$ cat src/rtl/cpu_run_sequencer.sv
// Run controller for the 3-bit-PC / 7x15-SRAM CPU core: owns the SRAM write port
// while a program is loaded, then gates PC_en for free-run, single-step and halt.
module cpu_run_sequencer #(
  parameter int          DEPTH   = 7,
  parameter int          ADDR_W  = 3,
  parameter int          DATA_W  = 15,
  parameter logic [3:0]  HALT_OP = 4'b1111,
  parameter logic [7:0]  MAX_CYC = 8'd200
) (
  input  logic              clk_i,
  input  logic              rst_i,
  input  logic              load_valid_i,
  output logic              load_ready_o,
  input  logic [DATA_W-1:0] load_data_i,
  input  logic              load_last_i,
  input  logic              start_i,
  input  logic              step_mode_i,
  input  logic              step_i,
  input  logic [DATA_W-1:0] instr_i,
  input  logic [ADDR_W-1:0] pc_i,
  output logic              sram_we_o,
  output logic [ADDR_W-1:0] sram_wa_o,
  output logic [DATA_W-1:0] sram_wd_o,
  output logic              pc_en_o,
  output logic              busy_o,
  output logic              halted_o,
  output logic              timeout_o,
  output logic [ADDR_W-1:0] halt_pc_o,
  output logic [7:0]        cyc_cnt_o
);

  typedef enum logic [2:0] {S_IDLE, S_LOAD, S_ARMED, S_RUN, S_HALT} state_t;

  state_t              state_q, state_d;
  logic [ADDR_W-1:0]   wptr_q, wptr_d;
  logic                we_q, we_d;
  logic [ADDR_W-1:0]   wa_q, wa_d;
  logic [DATA_W-1:0]   wd_q, wd_d;
  logic                pc_en_q, pc_en_d;
  logic [7:0]          cyc_q, cyc_d;
  logic                timeout_q, timeout_d;
  logic [ADDR_W-1:0]   halt_pc_q, halt_pc_d;
  logic                step_q;

  logic                accept;
  logic                stepEdge;
  logic                haltDec;
  logic                budgetHit;
  logic [7:0]          cycInc;
  logic                unusedInstrBits;

  assign load_ready_o    = (state_q == S_IDLE) || (state_q == S_LOAD);
  assign accept          = load_valid_i & load_ready_o;
  assign stepEdge        = step_i & ~step_q;
  assign haltDec         = (instr_i[DATA_W-1:DATA_W-4] == HALT_OP);
  assign cycInc          = (cyc_q == 8'hFF) ? cyc_q : cyc_q + 8'd1;
  assign budgetHit       = (cycInc == MAX_CYC);
  assign unusedInstrBits = ^instr_i[DATA_W-5:0];

  always_ff @(posedge clk_i) begin
    if (rst_i) begin
      state_q   <= S_IDLE;
      wptr_q    <= '0;
      we_q      <= 1'b0;
      wa_q      <= '0;
      wd_q      <= '0;
      pc_en_q   <= 1'b0;
      cyc_q     <= '0;
      timeout_q <= 1'b0;
      halt_pc_q <= '0;
      step_q    <= 1'b0;
    end else begin
      state_q   <= state_d;
      wptr_q    <= wptr_d;
      we_q      <= we_d;
      wa_q      <= wa_d;
      wd_q      <= wd_d;
      pc_en_q   <= pc_en_d;
      cyc_q     <= cyc_d;
      timeout_q <= timeout_d;
      halt_pc_q <= halt_pc_d;
      step_q    <= step_i;
    end
  end

  always_comb begin
    state_d   = state_q;
    wptr_d    = wptr_q;
    we_d      = 1'b0;
    wa_d      = wa_q;
    wd_d      = wd_q;
    pc_en_d   = 1'b0;
    cyc_d     = cyc_q;
    timeout_d = timeout_q;
    halt_pc_d = halt_pc_q;
    case (state_q)
      S_IDLE, S_LOAD: begin
        if (accept) begin
          we_d = 1'b1;
          wa_d = wptr_q;
          wd_d = load_data_i;
          if (load_last_i || (wptr_q == ADDR_W'(DEPTH - 1))) begin
            state_d = S_ARMED;
            wptr_d  = '0;
          end else begin
            state_d = S_LOAD;
            wptr_d  = wptr_q + 1'b1;
          end
        end
      end
      S_ARMED: begin
        if (start_i) begin
          state_d   = S_RUN;
          cyc_d     = '0;
          timeout_d = 1'b0;
          halt_pc_d = '0;
          pc_en_d   = ~step_mode_i;
        end
      end
      S_RUN: begin
        pc_en_d = step_mode_i ? stepEdge : 1'b1;
        // Halt and budget are only judged on cycles where the core really advanced.
        if (pc_en_q) begin
          cyc_d = cycInc;
          if (haltDec) halt_pc_d = pc_i;
          if (haltDec || budgetHit) begin
            pc_en_d   = 1'b0;
            timeout_d = budgetHit;
            state_d   = S_HALT;
          end
        end
      end
      S_HALT: begin
        if (start_i)           state_d = S_ARMED;
        else if (load_valid_i) state_d = S_IDLE;
      end
      default: state_d = S_IDLE;
    endcase
  end

  assign sram_we_o = we_q;
  assign sram_wa_o = wa_q;
  assign sram_wd_o = wd_q;
  assign pc_en_o   = pc_en_q;
  assign busy_o    = (state_q == S_LOAD) || (state_q == S_RUN);
  assign halted_o  = (state_q == S_HALT);
  assign timeout_o = timeout_q;
  assign halt_pc_o = halt_pc_q;
  assign cyc_cnt_o = cyc_q;

endmodule
$ cat config.mk
export PLATFORM = sky130hd
export DESIGN_NAME = cpu_run_sequencer
export DESIGN_NICKNAME = d
export VERILOG_FILES = /design/src/rtl/cpu_run_sequencer.sv
export SDC_FILE = /design/constraint.sdc
export NUM_CORES = 1
export LEC_CHECK = 0
export CAP_MARGIN = 10
export CORE_MARGIN = 4
export CORE_UTILIZATION = 43
export DETAILED_ROUTE_END_ITERATION = 16
export PLACE_DENSITY = 0.8
export SYNTH_ARGS = -nofsm -noshare
export SYNTH_HDL_FRONTEND = slang
export SYNTH_SLANG_ARGS = --single-unit
$ cat constraint.sdc
create_clock -name clk_i -period 2.05 [get_ports clk_i]
set_input_delay 0.3075 -clock clk_i [delete_from_list [all_inputs] [get_ports clk_i]]
set_output_delay 0.3075 -clock clk_i [all_outputs]
set_load 0.01 [all_outputs]
* Yosys cells after proc, flatten, opt, wreduce, memory -nomap -nowiden
Cells that the tools add are included.
** Cells by class
- Add/sub/neg operators :: 2
- Multipliers :: 0
- Div/mod/pow operators :: 0
- $lt $le $gt $ge :: 0
- Eq/ne operators :: 14
- Shift operators :: 0
- Muxes and demuxes :: 27
- Bitwise logic cells :: 5
- Reduce and logical (&&, ||, !) cells :: 13
** Operators with widths (count)
- $mux W3 :: 10
- $mux W8 :: 3
- $eq A8 B8 Y1 const B :: 2
- $pmux W8 S2 :: 1
- $pmux W3 S4 :: 1
- $ne A2 B2 Y1 const B :: 5
- $add A8 B1 Y8 const B :: 1
- $mux W1 :: 8
- $reduce_and A4 Y1 :: 2
- $eq A3 B2 Y1 const B :: 2
- $eq A3 B3 Y1 const B :: 2
- $pmux W3 S2 :: 1
- $reduce_and A5 Y1 :: 1
- $eq A4 B4 Y1 const B :: 1
- $logic_or A1 B1 Y1 :: 4
- $pmux W1 S2 :: 2
- $reduce_or A2 Y1 :: 2
- $add A3 B1 Y3 const B :: 1
- $eq A3 B1 Y1 const B :: 1
- $logic_not A3 Y1 :: 1
- $ne A3 B3 Y1 const B :: 1
- $not A1 Y1 :: 3
- $reduce_and A3 Y1 :: 1
- $and A1 B1 Y1 :: 2
- other kinds (3) :: 3
** Word-level totals
- Register bits after elaboration :: 39
- Latch bits :: 0
- Bits in writable memories :: 0
- ROM bits :: 0
- Memories kept :: 0

* Depth between registers and ports, before layout
- Depth in word-level cells :: 7
- Gate-level depth with buffers :: 7
- Mapped depth without buffers :: 7

* Worst setup path before layout
Ideal clock, no wire load.
- Kind :: reg2reg
- Start point :: register cyc_q[0] (netlist: cyc_cnt_o[0])
- End point :: register state_q[1]
- Library setup time :: 0.120 ns
- Arrival :: 1.819 ns
- Path slack :: 0.111 ns
- Stages on the path, launching flop included :: 8
- Path buffers :: 1
- Period minus slack after synthesis :: 1.939 ns
- Cell sequence :: dfxtp_1 > ha_1 > buf_6 > and4_4 > a21oi_2 > a2111oi_4 > a21boi_2 > o31a_1
** On the way
- Word-level cells in the longest chain between the ends :: 6
** RTL lines
- start, declared :: RTL line 40 : logic [7:0] cyc_q, cyc_d;
- start signal, assigned :: RTL line 79 : cyc_q <= cyc_d;
- $add A8 B1 Y8 or $eq A8 B8 Y1 (tied branches) :: RTL line 56 : assign cycInc = (cyc_q == 8'hFF) ? cyc_q : cyc_q + 8'd1;
- $mux W8 (*) :: RTL line 56
- $eq A8 B8 Y1 (*) :: RTL line 57 : assign budgetHit = (cycInc == MAX_CYC);
- $logic_or A1 B1 Y1 (*) :: RTL line 126 : if (haltDec || budgetHit) begin
- $ne A2 B2 Y1 (no line) (*)
- $reduce_and A5 Y1 (no line) (*)
- end signal, assigned :: RTL line 73 : state_q <= state_d;
- end, declared :: RTL line 34 : state_t state_q, state_d;
Every way passes the cells marked *; elsewhere a longest branch is shown, timed or not.
A chain may end at the register's enable or synchronous reset.

* Worst setup path in the final report
- Start point :: register cyc_q[3] (netlist: cyc_cnt_o[3])
- End point :: register state_q[1]
The elaborated chain is that of the path after synthesis.

==> summary.md <==
| Metric | Value |
|---|---|
| Status | `complete, no violations` |
| CP Launch Type | `register` |
| Count of hold-fix buffers inserted at cts | `0` |
| Syn-to-layout area delta | `44.16%` |
| Tightest Pin Transition | `436.8 ps` |
| Total via count after detailed routing | `1,867` |
| Post-CTS clock slew at the launch and capture registers of the worst setup and hold paths | `70 ps` |
| Syn Nets | `272` |
| HPWL after DPL | `3528 um` |
| Primary FF master, synth | `dfxtp_1` |
| Pleak | `0.0009651 uW` |
| Origin of the critical flop-to-flop path | `cyc_cnt_o[3]` |
| Sum of overflow across all layers after global routing | `0` |
| Number of remaining DRC errors | `0` |
| Overall routed net length | `4790 um` |
| Mean area per synthesized cell | `7.993 um2` |
| Gate Count Post-Synth | `229` |
| Worst reg-to-reg path cell count | `5` |
| Data required time of the critical path | `2230 ps` |
| Arrival time worst endpoint | `2120 ps` |
| Boundary pin count | `75` |
| Number of H-tree branching levels | `2` |
| Warning count from the yosys run | `0` |
| Worst min-delay path startpoint | `sram_wd_o[1]` |
| Share of async-settable or async-resettable flops after synthesis | `0%` |
| Register-to-Register Setup Slack | `110 ps` |
| DIE AREA | `5365 um2` |
| Count of endpoints failing hold in the final timing report | `0` |
| Sink of the worst hold path | `sram_wd_o[1]` |
| Root buffer selected by CTS | `clkbuf_8` |
| Maximum clock insertion buffer count | `2` |
| Antenna-violating nets left | `0` |
| Unique masters post-synth | `48` |
| Diodes inserted | `0` |
| Cell taking the most area after synthesis | `dfxtp_1` |
| Final setup viols | `0` |
| RePlAce Congestion | `0.9643` |
| Sequential element share of the synthesized area | `42.65%` |
| Kind of cell adding the most delay to the critical path | `compound AO/OA/AOI/OAI gates` |
| Wire length of the first global-routing pass | `7831 um` |
| Placeable core region | `4058 um2` |
| Category of the critical setup timing path | `register to register` |
| Number of clock sinks | `39` |
| Class of the tightest hold or removal check | `register to register` |
| Vias/cell | `5.427` |
| Largest voltage drop on the vdd net | `0.0004893 V` |
| Die height | `73.25 um` |
| Normalized max-slew margin | `70.50%` |
| Post-synth design cell area | `1831 um2` |
| Starting density of the core | `45.11%` |
| Capture instance of the worst register-to-register path | `state_q[1]` |
| Number of setup buffers added after CTS | `0` |
| Placed instance area | `2549 um2` |
| Synth Register Bits | `39` |
| RSZ-0062 raised after global routing | `no` |
| Max Fanout on Critical Path | `11` |
| Share of the synthesized area in the top cell type | `42.65%` |
| Fin crit share | `94.62%` |
| CP cell instances | `and4_4, a21oi_2, a2111oi_4, a21boi_2, o31a_1` |
| Final Max Slew Viols | `0` |
| Skew-Pair Late Insertion Delay | `290 ps` |
| Num CTS Buffers | `5` |
| Power Density | `601.1 nW/um2` |
| Total negative setup slack | `0 ps` |
| Total power draw | `1586 uW` |
| Clock tree from TritonCTS | `done` |
| Slowest cell on the critical path | `dfxtp_1` |
| Number of DRC violations after detailed-routing iteration 0 | `150` |
| Worst slack on hold paths | `452.5 ps` |
| Port buffer count | `63` |
| Worst hold path cell count | `2` |
| Max capacitance violation total | `0` |
| Global router's overall resource usage | `18.64%` |
| Number of global-route vias before repair | `1,703` |
| Number of enable-type register cells in the synthesized netlist | `0` |
| Buffers plus inverters on the worst setup path | `0` |
| Placement row count | `23` |
| Maximum number of pins on one net before global-route repair | `37` |
| Number of antenna violations at the first check in global routing | `0` |
| Wire length per cell after detailed routing | `13.92 um` |
| Number of gates resized after CTS | `0` |
| Final std cell area, no fill | `2639 um2` |
| Maximum clock rate | `515.6 MHz` |
| Share of layout cells above drive strength 1 | `9.524%` |
| Launching instance or port of the critical path | `cyc_cnt_o[3]` |
| Die width | `73.25 um` |
| Initial DRT Pass Iterations | `4` |
| Critical path's largest stage delay | `550 ps` |
| Most area-consuming cells after synthesis | `dfxtp_1 (43%), a21oi_1 (9.3%), nand2_1 (8.8%), nor2_1 (4.3%), clkbuf_1 (2.1%)` |
| Setup skew after layout | `6.161 ps` |
| Count of nets after finishing | `337` |
| Capturing element type of the critical path | `register` |
| Final worst path period need | `1940 ps` |
how the worst max path moves through the flow:
| stage | endpoint | slack, ps | cells past startpoint |
|---|---|---|---|
| after floorplan | state_q[1] | 110 | 7 |
| after global placement | state_q[1] | 150 | 6 |
| after detailed placement | state_q[1] | 120 | 6 |
| after CTS | state_q[1] | 110 | 6 |
| after global routing | state_q[1] | 20 | 5 |
| final | state_q[1] | 110 | 5 |
report_power, final:
part | internal, uW | switching [uW]
Clock | 264 | 250
Combinational | 143 | 121
Sequential | 787 | 21.8
Total | 1190 | 393
stage by stage:
step | setup WS [ps] | std cells | util (%)
floorplan | 111.0 | 229 | -
global placement | 145.5 | 337 | 62.81
detailed placement | 122.9 | 337 | 62.81
CTS | 107.0 | 344 | 64.97
global route | 24.00 | 344 | 65.03
finish | 110.4 | 344 | 65.03
cell type report:
class	count	area [um2]
clock buffers	6	82.58
clock inverters	1	5.005
fillers	345	1419
inverters	3	11.26
multi-input cells	170	963.4
flip-flops and latches	39	780.7
well taps	50	62.56
repair buffers	75	733.2
flip-flops by register name, summed over array words and instances, names as in the netlist:
register and flops:
state_q 3, wptr_q 3, timeout_o 1, sram_wd_o 15
cyc_cnt_o 8, pc_en_o 1, halt_pc_o 3, step_q 1
sram_wa_o 3, sram_we_o 1
worst min-delay path: stages (launching register included):
cell,delay [ps]
dfxtp_1,310
nand2_1,50
a21oi_1,50
Yosys cell counts (3+ instances only):
cell type,instances
buf_2,3
o21a_1,3
ha_1,3
nor3_1,5
nor2b_1,4
nand3_1,3
clkbuf_1,10
o21ai_1,3
nand2_1,43
nand4_1,4
dfxtp_1,39
a31oi_1,3
nor2_1,21
a21oi_1,34
o21ai_0,6
nand2b_1,4
cells by family after synthesis:
logic type	after synthesis	share of synthesized area (%)
compound gates	71	25.63
xor+xnor	1	0.4786
fa+ha+maj	3	2.051
mux	1	0.5468
buf+inv	20	5.126
flops	39	42.65
simple gates	94	23.51
cells in the final DEF (no fill, tap or decap), types with 3 or more instances in the layout:
| cell | n |
|---|---|
| nand2_1 | 43 |
| buf_4 | 11 |
| nand2b_1 | 4 |
| nor3_1 | 5 |
| a21oi_1 | 34 |
| nand3_1 | 3 |
| nor2b_1 | 4 |
| a31oi_1 | 3 |
| o21ai_0 | 6 |
| nand4_1 | 4 |
| dfxtp_1 | 39 |
| nor2_1 | 21 |
| o21a_1 | 3 |
| clkbuf_8 | 6 |
| clkdlybuf4s50_1 | 63 |
| o21ai_1 | 3 |
metal layers:
metal | wire [um] | up-vias | track usage (%)
met5 | 0 | - | 0
met4 | 86 | 0 | 6.762
met3 | 479 | 10 | 7.438
met2 | 2114 | 79 | 26.91
met1 | 2110 | 842 | 24.96
li1 | - | 936 | -
No activity file was read; power rests on OpenSTA's default activity.
